**config.mk**
```make
export PLATFORM = sky130hd
export DESIGN_NAME = vga_timing_gen_flat
export DESIGN_NICKNAME = d
export VERILOG_FILES = /design/src/rtl/vga_timing_if.sv /design/src/rtl/vga_timing_gen.sv /design/src/flat_wrapper.sv
export SDC_FILE = /design/constraint.sdc
export NUM_CORES = 1
export LEC_CHECK = 0
export BUFFER_PORTS_ARGS = -buffer_cell sky130_fd_sc_hd__buf_4
export CAP_MARGIN = 20
export CORE_ASPECT_RATIO = 1.1
export CORE_MARGIN = 2
export CORE_UTILIZATION = 48
export CTS_CLUSTER_DIAMETER = 100
export DETAILED_ROUTE_END_ITERATION = 6
export PLACE_DENSITY_LB_ADDON = 0.12
export SLEW_MARGIN = 0
export SYNTH_ARGS = -nofsm -noshare
export SYNTH_HDL_FRONTEND = slang
export SYNTH_SLANG_ARGS = --single-unit
```
**constraint.sdc**
```tcl
create_clock -name clk -period 5.3 [get_ports clk]
set_input_delay 1.06 -clock clk [delete_from_list [all_inputs] [get_ports clk]]
set_output_delay 1.06 -clock clk [all_outputs]
set_load 0.02 [all_outputs]
```
**src/rtl/vga_timing_if.sv**
```systemverilog
`timescale 1ns/1ps
// Timing bundle presented by the VGA timing generator to its consumers.
interface vga_timing_if;
    logic        pix_en;
    logic [9:0]  hCount;
    logic [9:0]  vCount;
    logic        hSync;
    logic        vSync;
    logic        bright;
    logic        frame_tick;
    logic [15:0] frame_count;

    modport master (
        output pix_en, hCount, vCount, hSync, vSync, bright, frame_tick, frame_count
    );

    modport slave (
        input pix_en, hCount, vCount, hSync, vSync, bright, frame_tick, frame_count
    );
endinterface

```
**src/rtl/vga_timing_gen.sv**
```systemverilog
`timescale 1ns/1ps
// VGA raster timing: pixel-rate enable from a clock divider, h/v counters,
// registered sync/visible decode aligned with the counts, and a frame counter.
module vga_timing_gen #(
    parameter int CLK_DIV     = 4,
    parameter int H_TOTAL     = 800,
    parameter int V_TOTAL     = 525,
    parameter int H_SYNC      = 96,
    parameter int H_VIS_START = 144,
    parameter int H_VIS_END   = 784,
    parameter int V_SYNC      = 2,
    parameter int V_VIS_START = 35,
    parameter int V_VIS_END   = 515
) (
    input  logic          clk,
    input  logic          reset,
    vga_timing_if.master  vga
);
    localparam int DIV_W = $clog2(CLK_DIV);
    localparam logic [DIV_W-1:0] DIV_LAST = DIV_W'(CLK_DIV - 1);
    localparam logic [9:0] H_LAST   = 10'(H_TOTAL - 1);
    localparam logic [9:0] V_LAST   = 10'(V_TOTAL - 1);
    localparam logic [9:0] H_SYNC_W = 10'(H_SYNC);
    localparam logic [9:0] V_SYNC_W = 10'(V_SYNC);
    localparam logic [9:0] H_VS     = 10'(H_VIS_START);
    localparam logic [9:0] H_VE     = 10'(H_VIS_END);
    localparam logic [9:0] V_VS     = 10'(V_VIS_START);
    localparam logic [9:0] V_VE     = 10'(V_VIS_END);

    logic [DIV_W-1:0] div_cnt;
    logic [DIV_W-1:0] div_next;
    logic             pix_en_q;
    logic [9:0]       h_cnt;
    logic [9:0]       v_cnt;
    logic [9:0]       h_next;
    logic [9:0]       v_next;
    logic             h_wrap;
    logic             v_at_last;
    logic             frame_end;
    logic             hsync_q;
    logic             vsync_q;
    logic             bright_q;
    logic             frame_tick_q;
    logic [15:0]      frame_cnt;

    // Next counts are computed every clk; when pix_en is low they equal the
    // current counts, so the decode below naturally holds between pixels.
    always_comb begin
        div_next  = (div_cnt == DIV_LAST) ? '0 : div_cnt + DIV_W'(1);
        h_wrap    = pix_en_q && (h_cnt >= H_LAST);
        v_at_last = (v_cnt >= V_LAST);
        frame_end = h_wrap && v_at_last;
        h_next    = h_cnt;
        v_next    = v_cnt;
        if (pix_en_q) begin
            h_next = h_wrap ? 10'd0 : h_cnt + 10'd1;
        end
        if (h_wrap) begin
            v_next = v_at_last ? 10'd0 : v_cnt + 10'd1;
        end
    end

    // Sync/bright are decoded from the next counts so they change on the
    // same edge as hCount/vCount with no skew.
    always_ff @(posedge clk or posedge reset) begin
        if (reset) begin
            div_cnt      <= '0;
            pix_en_q     <= 1'b0;
            h_cnt        <= 10'd0;
            v_cnt        <= 10'd0;
            hsync_q      <= 1'b0;
            vsync_q      <= 1'b0;
            bright_q     <= 1'b0;
            frame_tick_q <= 1'b0;
            frame_cnt    <= 16'd0;
        end else begin
            div_cnt      <= div_next;
            pix_en_q     <= (div_next == DIV_LAST);
            h_cnt        <= h_next;
            v_cnt        <= v_next;
            hsync_q      <= (h_next >= H_SYNC_W);
            vsync_q      <= (v_next >= V_SYNC_W);
            bright_q     <= (h_next >= H_VS) && (h_next < H_VE) &&
                            (v_next >= V_VS) && (v_next < V_VE);
            frame_tick_q <= frame_end;
            frame_cnt    <= frame_cnt + {15'd0, frame_end};
        end
    end

    assign vga.pix_en      = pix_en_q;
    assign vga.hCount      = h_cnt;
    assign vga.vCount      = v_cnt;
    assign vga.hSync       = hsync_q;
    assign vga.vSync       = vsync_q;
    assign vga.bright      = bright_q;
    assign vga.frame_tick  = frame_tick_q;
    assign vga.frame_count = frame_cnt;
endmodule

```
**src/flat_wrapper.sv**
```systemverilog
// flat-port wrapper written by rule: the top's interface ports become plain ports
module vga_timing_gen_flat 
#(
    parameter int CLK_DIV     = 4,
    parameter int H_TOTAL     = 800,
    parameter int V_TOTAL     = 525,
    parameter int H_SYNC      = 96,
    parameter int H_VIS_START = 144,
    parameter int H_VIS_END   = 784,
    parameter int V_SYNC      = 2,
    parameter int V_VIS_START = 35,
    parameter int V_VIS_END   = 515
)
  (clk, reset, vga_pix_en, vga_hCount, vga_vCount, vga_hSync, vga_vSync, vga_bright, vga_frame_tick, vga_frame_count);
  vga_timing_if vga_i ();
  input  logic clk;
  input  logic reset;
  output wire logic [$bits(vga_i.pix_en)-1:0] vga_pix_en;
  output wire logic [$bits(vga_i.hCount)-1:0] vga_hCount;
  output wire logic [$bits(vga_i.vCount)-1:0] vga_vCount;
  output wire logic [$bits(vga_i.hSync)-1:0] vga_hSync;
  output wire logic [$bits(vga_i.vSync)-1:0] vga_vSync;
  output wire logic [$bits(vga_i.bright)-1:0] vga_bright;
  output wire logic [$bits(vga_i.frame_tick)-1:0] vga_frame_tick;
  output wire logic [$bits(vga_i.frame_count)-1:0] vga_frame_count;
  assign vga_pix_en = vga_i.pix_en;
  assign vga_hCount = vga_i.hCount;
  assign vga_vCount = vga_i.vCount;
  assign vga_hSync = vga_i.hSync;
  assign vga_vSync = vga_i.vSync;
  assign vga_bright = vga_i.bright;
  assign vga_frame_tick = vga_i.frame_tick;
  assign vga_frame_count = vga_i.frame_count;
  vga_timing_gen #(.CLK_DIV(CLK_DIV), .H_TOTAL(H_TOTAL), .V_TOTAL(V_TOTAL), .H_SYNC(H_SYNC), .H_VIS_START(H_VIS_START), .H_VIS_END(H_VIS_END), .V_SYNC(V_SYNC), .V_VIS_START(V_VIS_START), .V_VIS_END(V_VIS_END)) u_core (.clk(clk), .reset(reset), .vga(vga_i));
endmodule
```
Word level (Yosys, flattened, before mapping). Index checks and enable logic that the tools add are counted.

Bits in registers: 43. Bits of input ports: 2. Logic and storage cells: 33.

$add $sub $neg: 4. $lt $le $gt $ge: 8. Equal/unequal tests: 2. Mux-type cells: 5. Reductions and logical operators: 5.

Operators with widths (number): $mux W10 (4); $add A10 B1 Y10 const B (2); $ge A10 B10 Y1 const B (2); $lt A10 B10 Y1 const B (2); $add A16 B1 Y16 (1); $ge A10 B2 Y1 const B (1); $ge A10 B6 Y1 const B (1); $ge A10 B7 Y1 const B (1); $ge A10 B8 Y1 const B (1); $logic_and A1 B1 Y1 (5); $eq A2 B2 Y1 const B (2); $add A2 B1 Y2 const B (1); $mux W2 (1).

Longest topological paths before layout. Gate-level depths: netlist of the first run.

Depth in word-level cells: 8. Depth in mapped cells: 11.

Worst setup path after synthesis of the first run. Ideal clock, no wire load.

Kind: flip-flop to flip-flop. From: register u_core.h_cnt[0], in the netlist u_core.vga.hCount[0]. To: register u_core.frame_cnt[14], in the netlist u_core.vga.frame_count[14]. Setup time: 0.080 ns. Arrival: 2.475 ns. Slack: 2.746 ns. Cell stages (with the launch flop): 11. Buffers on the path: 0. Cells stage by stage: dfrtp_1 -> ha_1 -> and4_1 -> o21ai_2 -> nor2_1 -> ha_1 -> ha_1 -> nand3_1 -> or2_2 -> nor2_1 -> xor2_1.

Cells in the longest elaborated chain, start to end: 4.

Ends and longest elaborated chain: start, declared (line vga_timing_gen.sv:33) `logic [9:0] h_cnt;`; start signal, assigned (line vga_timing_gen.sv:79) `h_cnt <= h_next;`; $ge A10 B10 Y1 (line vga_timing_gen.sv:50) `h_wrap = pix_en_q && (h_cnt >= H_LAST);`; $logic_and A1 B1 Y1 (line vga_timing_gen.sv:50); $logic_and A1 B1 Y1 (line vga_timing_gen.sv:52) `frame_end = h_wrap && v_at_last;`; net u_core.frame_end (line vga_timing_gen.sv:39) `logic frame_end;`; $add A16 B1 Y16 (line vga_timing_gen.sv:86) `frame_cnt <= frame_cnt + {15'd0, frame_end};`; end signal, assigned (line vga_timing_gen.sv:86); end, declared (line vga_timing_gen.sv:44) `logic [15:0] frame_cnt;`.

The timed path passes the listed nets, and every way through them passes these cells.

Worst setup path in the final report of the first run.
From: register u_core.h_cnt[0], in the netlist u_core.vga.hCount[0]. To: register u_core.frame_cnt[12], in the netlist u_core.vga.frame_count[12].

The elaborated chain is that of the path after synthesis.

==> results of run 1 <==
sequential cells by signal, indices dropped and copies added (netlist names):
register / count
u_core.vga.frame_count: 16
u_core.vga.bright: 1
u_core.div_cnt: 2
u_core.vga.pix_en: 1
u_core.vga.frame_tick: 1
u_core.vga.vCount: 10
u_core.vga.hSync: 1
u_core.vga.vSync: 1
u_core.vga.hCount: 10
kinds of logic (layout without fill, tap and decap cells):
family / count (synthesis) / after routing
muxes: 2 / 2
buffers and inverters: 13 / 60
and+or+nand+nor: 83 / 83
DFF: 43 / 43
xor gates and xnor gates: 21 / 21
AOI/OAI and AO/OA: 30 / 30
adders and majority gates: 7 / 7
final timing paths:
check	start	endpoint	slack, ps	cells past startpoint
hold / removal	u_core.div_cnt[0]	u_core.div_cnt[0]	460	1
hold reg to reg	u_core.div_cnt[0]	u_core.div_cnt[0]	460	1
min in group asynchronous	reset	u_core.vga.frame_count[1]	900	3
setup reg to reg	u_core.vga.hCount[0]	u_core.vga.frame_count[12]	2480	10
setup / recovery	u_core.vga.hCount[0]	u_core.vga.frame_count[12]	2480	10
max in group asynchronous	reset	u_core.vga.hSync	4040	3
cells in the mapped netlist (3+ instances only):
library cell,number
a21oi_1,3
a31oi_1,3
and3_1,5
buf_2,3
dfrtp_1,43
ha_1,7
inv_1,9
nand2_1,14
nand3_1,13
nand4_1,7
nor2_1,21
nor3_1,3
o21ai_0,4
o31ai_1,3
or3_1,5
or4_1,3
xnor2_1,12
xor2_1,9
area by class of cell:
cell class | instances | area, µm²
Clock buffer | 5 | 68.8
Sequential cell | 43 | 1080
Timing Repair Buffer | 43 | 323
Tap cell | 54 | 67.6
Fill cell | 400 | 1670
Clock inverter | 3 | 43.8
Inverter | 9 | 33.8
Multi-Input combinational cell | 143 | 976
routing by layer:
layer	GRT usage	routed length, µm	vias up
met1	0.264	2000	807
li1	-	-	800
met2	0.275	2010	45
met3	0.0505	233	5
met5	0	0	-
met4	0.0816	59	0
power by group through the flow:
stage / clock (mW) / combinational (mW) / sequential, mW
6_report: 0.250 / 0.00713 / 0.328
3_5_place_dp: 0 / 0.00783 / 0.334
3_3_place_gp: 0 / 0.00777 / 0.334
4_1_cts: 0.258 / 0.00777 / 0.328
5_1_grt: 0.274 / 0.00892 / 0.328
2_1_floorplan: 0 / 0.00481 / 0.334
worst max-delay path, stage by stage, from the launching register on:
cell and delay [ps]:
dfrtp_1 430, ha_1 220, and4_1 270, o21ai_2 160
nor2_1 370, ha_1 260, ha_1 210, nand3_1 170
or2_2 360, nor2_1 130, xor2_1 150
==> metrics.txt, run 1 <==
area post-placement 2480 µm²; post-synthesis mux area share 0.0101; Post-Synth XOR/XNOR Area 0.0874; Top FF cell, synth dfrtp_1; gr usage total 0.189; commonest cells after routing, fill and taps aside buf_4, dfrtp_1, nor2_1; Sw Share 0.199; Reg power frac 0.560; vias in the first global route roughly 1500; post-cts resize count 0; setup_tns 0 ps; maximum root-to-sink buffer count 2; initial core utilization 0.495; Area Overhead vs Synth 23.0%; row cnt 25; final non-filler cell total 300; Slew Limit Fails 0; fin area about 2600 µm²; dpl ws between 2000 and 3000 ps; layout cells sized above 1 0.244; minimum clock period after layout 2820 ps; clock slew at reported path FFs 80 ps; Max Cap Viol 0; CTS tree done; total congestion overflow 0; adder-cell share of the synthesized area 0.0416; post-synthesis register bit count 43; Worst-Skew Late Latency 290 ps; Netlist cell types between 40 and 50; Compound-Gate Fraction of Synth Area 0.118; Mapped Cells about 200; CP Capture Type register; internal power 469 µW; area leader, netlist dfrtp_1; Post-Route WL ~4300 µm; remaining antenna violation count 0; port bufs 42; WP data required between 5000 and 6000 ps; DR vias about 1700; RSZ-0062 raised after global routing false; critical path fanouts, max 9; placed insts roughly 290; syn nets roughly 210; Final nets between 200 and 300; DRC Markers 0; Post-Synth Simple-Gate Area 0.207; final-report setup violation count 0; CTS HTree Levels 2; total power draw ~590 µW; P_sw 116 µW; hold_ws around 460 ps; Leakage around 1.3 nW; Via density around 5.5; Yosys top cell area share 0.511; Die W about 67 µm; Worst-Margin Slew approximately 530 ps; initial antenna violation count 0; pwr/cell area between 200 and 250 nW/µm²; hold crit path type reg -> reg; clk sink count 43; Final Skew roughly 4.5 ps; Synth Warn # 0; number of buffers created by CTS 5; number of synthesized flops with an enable pin 0; dpl hpwl 3090 µm; setup ws final 2480 ps; DIE AREA between 4000 and 5000 µm²; power share of the clock group 0.428; Rel. slew slack 0.649; Die H between 70 and 80 µm; top post-synthesis cells by area dfrtp_1, xnor2_1, ha_1, nor2_1, xor2_1; worst vdd ir around 0.11 mV; Startpoint Class register; CTS root buf clkbuf_8; Avg Inst Size Synth around 11 µm²; Hold Vio Cnt, Final 0; asr flop ratio synth 1.00; Detailed Route Iter0 Violations roughly 130; post-CTS setup buffers 0; GPL Wtd Cong just over 0.8; Tcrit/Tclk final 0.532; kind of critical path reg -> reg; crit path DAT approximately 3000 ps; main combinational cell family by area after synthesis simple AND/OR/NAND/NOR gates; fin util 0.609; core area between 4000 and 5000 µm²; # IOs 43; FMAX 0.354 GHz; TritonRoute pass-1 iters 4; sequential fraction of the synthesis area 0.511; mean routed wirelength per cell between 10 and 15 µm; outcome complete, no violations; pin count of the biggest net entering global routing 44; number of diodes 0; first-pass GRT wire length slightly below 7000 µm; Post-CTS Hold Buffers 0; mapped cell area around 2100 µm²; Logic pwr share 0.012
(Power assumes the default switching activity.)
==> run 2, diff against run 1 <==
==> constraint.sdc (replaced) <==
create_clock -name clk -period 2.51 [get_ports clk]
set_input_delay 0.502 -clock clk [delete_from_list [all_inputs] [get_ports clk]]
set_output_delay 0.502 -clock clk [all_outputs]
set_load 0.02 [all_outputs]
==> run 2 against run 1 <==
Flip-flop and latch count unchanged; first-iteration DRC count decreased by 16%; maximum frequency increased by 19%; sequential power increased by 110%; sequential share of layout area decreased by 1.5 points; largest cell class unchanged.
==> metrics.txt, run 2 (synthesized netlist as in run 1, its figures left out) <==
GPL Wtd Cong 0.851 (+4.5%); RR Endpoint u_core.vga.frame_count[12]; final non-filler cell total 311 (+3.7%); DRC Markers 0 (unchanged); setup_tns 0 ps (unchanged); dpl hpwl 3310 µm (+7.2%); initial core utilization 0.495 (unchanged); kind of critical path reg -> reg; crit path DAT 2540 ps (-500 ps); number of diodes 0 (unchanged); CTS tree done; Slew Limit Fails 0 (unchanged); maximum root-to-sink buffer count 2 (unchanged); Detailed Route Iter0 Violations 112 (-16%); initial antenna violation count 0 (unchanged); hold crit path type in -> async; Final Skew 7.27 ps (+2.79 ps); WP data required 2690 ps (-2830 ps); Max Cap Viol 0 (unchanged); core area 4250 µm² (unchanged); layout cells sized above 1 0.300 (+0.0557); Post-Route WL 4440 µm (+3.0%); Leakage 1.32 nW (+3.6%); final-report setup violation count 0 (unchanged); FMAX 0.423 GHz (+19%); R2R cell count 9 (-1); Worst-Margin Slew 524 ps (-2.99 ps); max reg flops 16 (unchanged); DR vias 1672 (+0.91%); Hold Vio Cnt, Final 0 (unchanged); Via density 5.38 (-2.7%); pwr/cell area 446 nW/µm² (+97%); commonest cells after routing, fill and taps aside buf_4, dfrtp_1, nor2_1; Worst-Skew Late Latency 300 ps (about the same); gr usage total 0.194 (+0.00570); minimum clock period after layout 2360 ps (-461 ps); CP Capture Type register; mean routed wirelength per cell 14.3 µm (-0.62%); CTS HTree Levels 2 (unchanged); critical path fanouts, max 6 (-3); DIE AREA 4930 µm² (unchanged); port bufs 42 (unchanged); clock slew at reported path FFs 80 ps (about the same); total congestion overflow 0 (unchanged); Die W 67.1 µm (unchanged); clk sink count 43 (unchanged); pin count of the biggest net entering global routing 44 (unchanged); cells along the critical path or4_4 > o31ai_4 > nor2_2 > ha_1 > ha_2 > nand3_1 > or2_4 > nor2_1 > xor2_1; outcome complete, no violations; largest stage delay on the critical path 560 ps (+130 ps); vias in the first global route 1519 (+4.8%); post-CTS setup buffers 0 (unchanged); placed insts 303 (+3.8%); Tcrit/Tclk final 0.941 (+0.408); r2r setup slk 150 ps (-2330 ps); total power draw 1.20 mW (+100%); CP max stage cell or4_4; worst vdd ir 0.274 mV (+150%); CP startpoint u_core.vga.vCount[5]; Area Overhead vs Synth 27.6%; commonest non-fill, non-tap cell in the layout buf_4; # IOs 43 (unchanged); Die H 73.4 µm (unchanged); RSZ-0062 raised after global routing false; remaining antenna violation count 0 (unchanged); row cnt 25 (unchanged); fin util 0.631 (+0.0229); Rel. slew slack 0.651 (+0.00199); first-pass GRT wire length 7180 µm (+3.2%); hold_ws 338 ps (-117 ps); reg2reg start u_core.vga.vCount[5]; Final nets 265 (+4.3%); TritonRoute pass-1 iters 4 (unchanged); CTS root buf clkbuf_8; number of buffers created by CTS 5 (unchanged); Startpoint Class register; CP endpoint u_core.vga.frame_count[12]
==> run 2: cell types whose count changed in the layout (fill, tap and decap cells not counted), moves of 2 or more <==
cell	before	now
ha_1	7	5
buf_4	43	54
ha_2	0	2
clkbuf_8	5	7
==> run 2: worst max-delay path, delay by kind of cell, from the launching register on <==
| kind | cells | cell delay (ps) |
|---|---|---|
| simple gates | 5 | 990 |
| xor+xnor | 1 | 130 |
| compound gates | 1 | 310 |
| fa+ha+maj | 2 | 420 |
| flops | 1 | 380 |
==> run 2: worst min path at each step <==
stage,start,endpoint,slack [ps],cells past startpoint
2_1_floorplan,u_core.div_cnt[0],u_core.div_cnt[0],420,1
3_3_place_gp,u_core.div_cnt[0],u_core.div_cnt[0],440,1
3_5_place_dp,u_core.div_cnt[0],u_core.div_cnt[0],450,1
4_1_cts,reset,u_core.vga.frame_count[2],360,3
5_1_grt,reset,u_core.vga.frame_count[14],390,3
6_report,reset,u_core.vga.frame_count[14],340,3
==> run 2: area by class of cell <==
class                      count  area [µm²]
inverter                       9        33.8
timing repair buffer          54         405
clock buffer                   7        96.3
clock inverter                 1        7.51
fill                         393        1570
multi-input combinational    143        1000
tap                           54        67.6
sequential                    43        1080
==> run 2: routing by layer <==
metal  track usage  vias to the layer above  wire length (µm)
li1              -                      828                 -
met1         0.253                      787              1980
met2         0.317                       51              2130
met3        0.0490                        6               267
met4        0.0612                        0                61
met5             0                        -                 0
==> run 2: timing repair <==
item,CTS,global route
endpoints found under the setup margin,0,5
hold buffers,0,0
resized for setup,0,6
endpoints found under the hold margin,0,0
==> run 2: power by group <==
group	leakage (nW)	switching, mW	total [mW]	internal [mW]
sequential	0.587	0	0.692	0.692
clock	0.0505	0.240	0.491	0.250
combinational	0.683	0.0129	0.0150	0.00211
total	1.32	0.253	1.20	0.944
==> run 2: through the flow <==
stage               instance area [µm²]  setup slack [ps]
floorplan                          2110              34.8
global placement                   2560              86.7
CTS                                2670              19.3
finish                             2690               148
global route                       2690              15.8
detailed placement                 2560              53.2
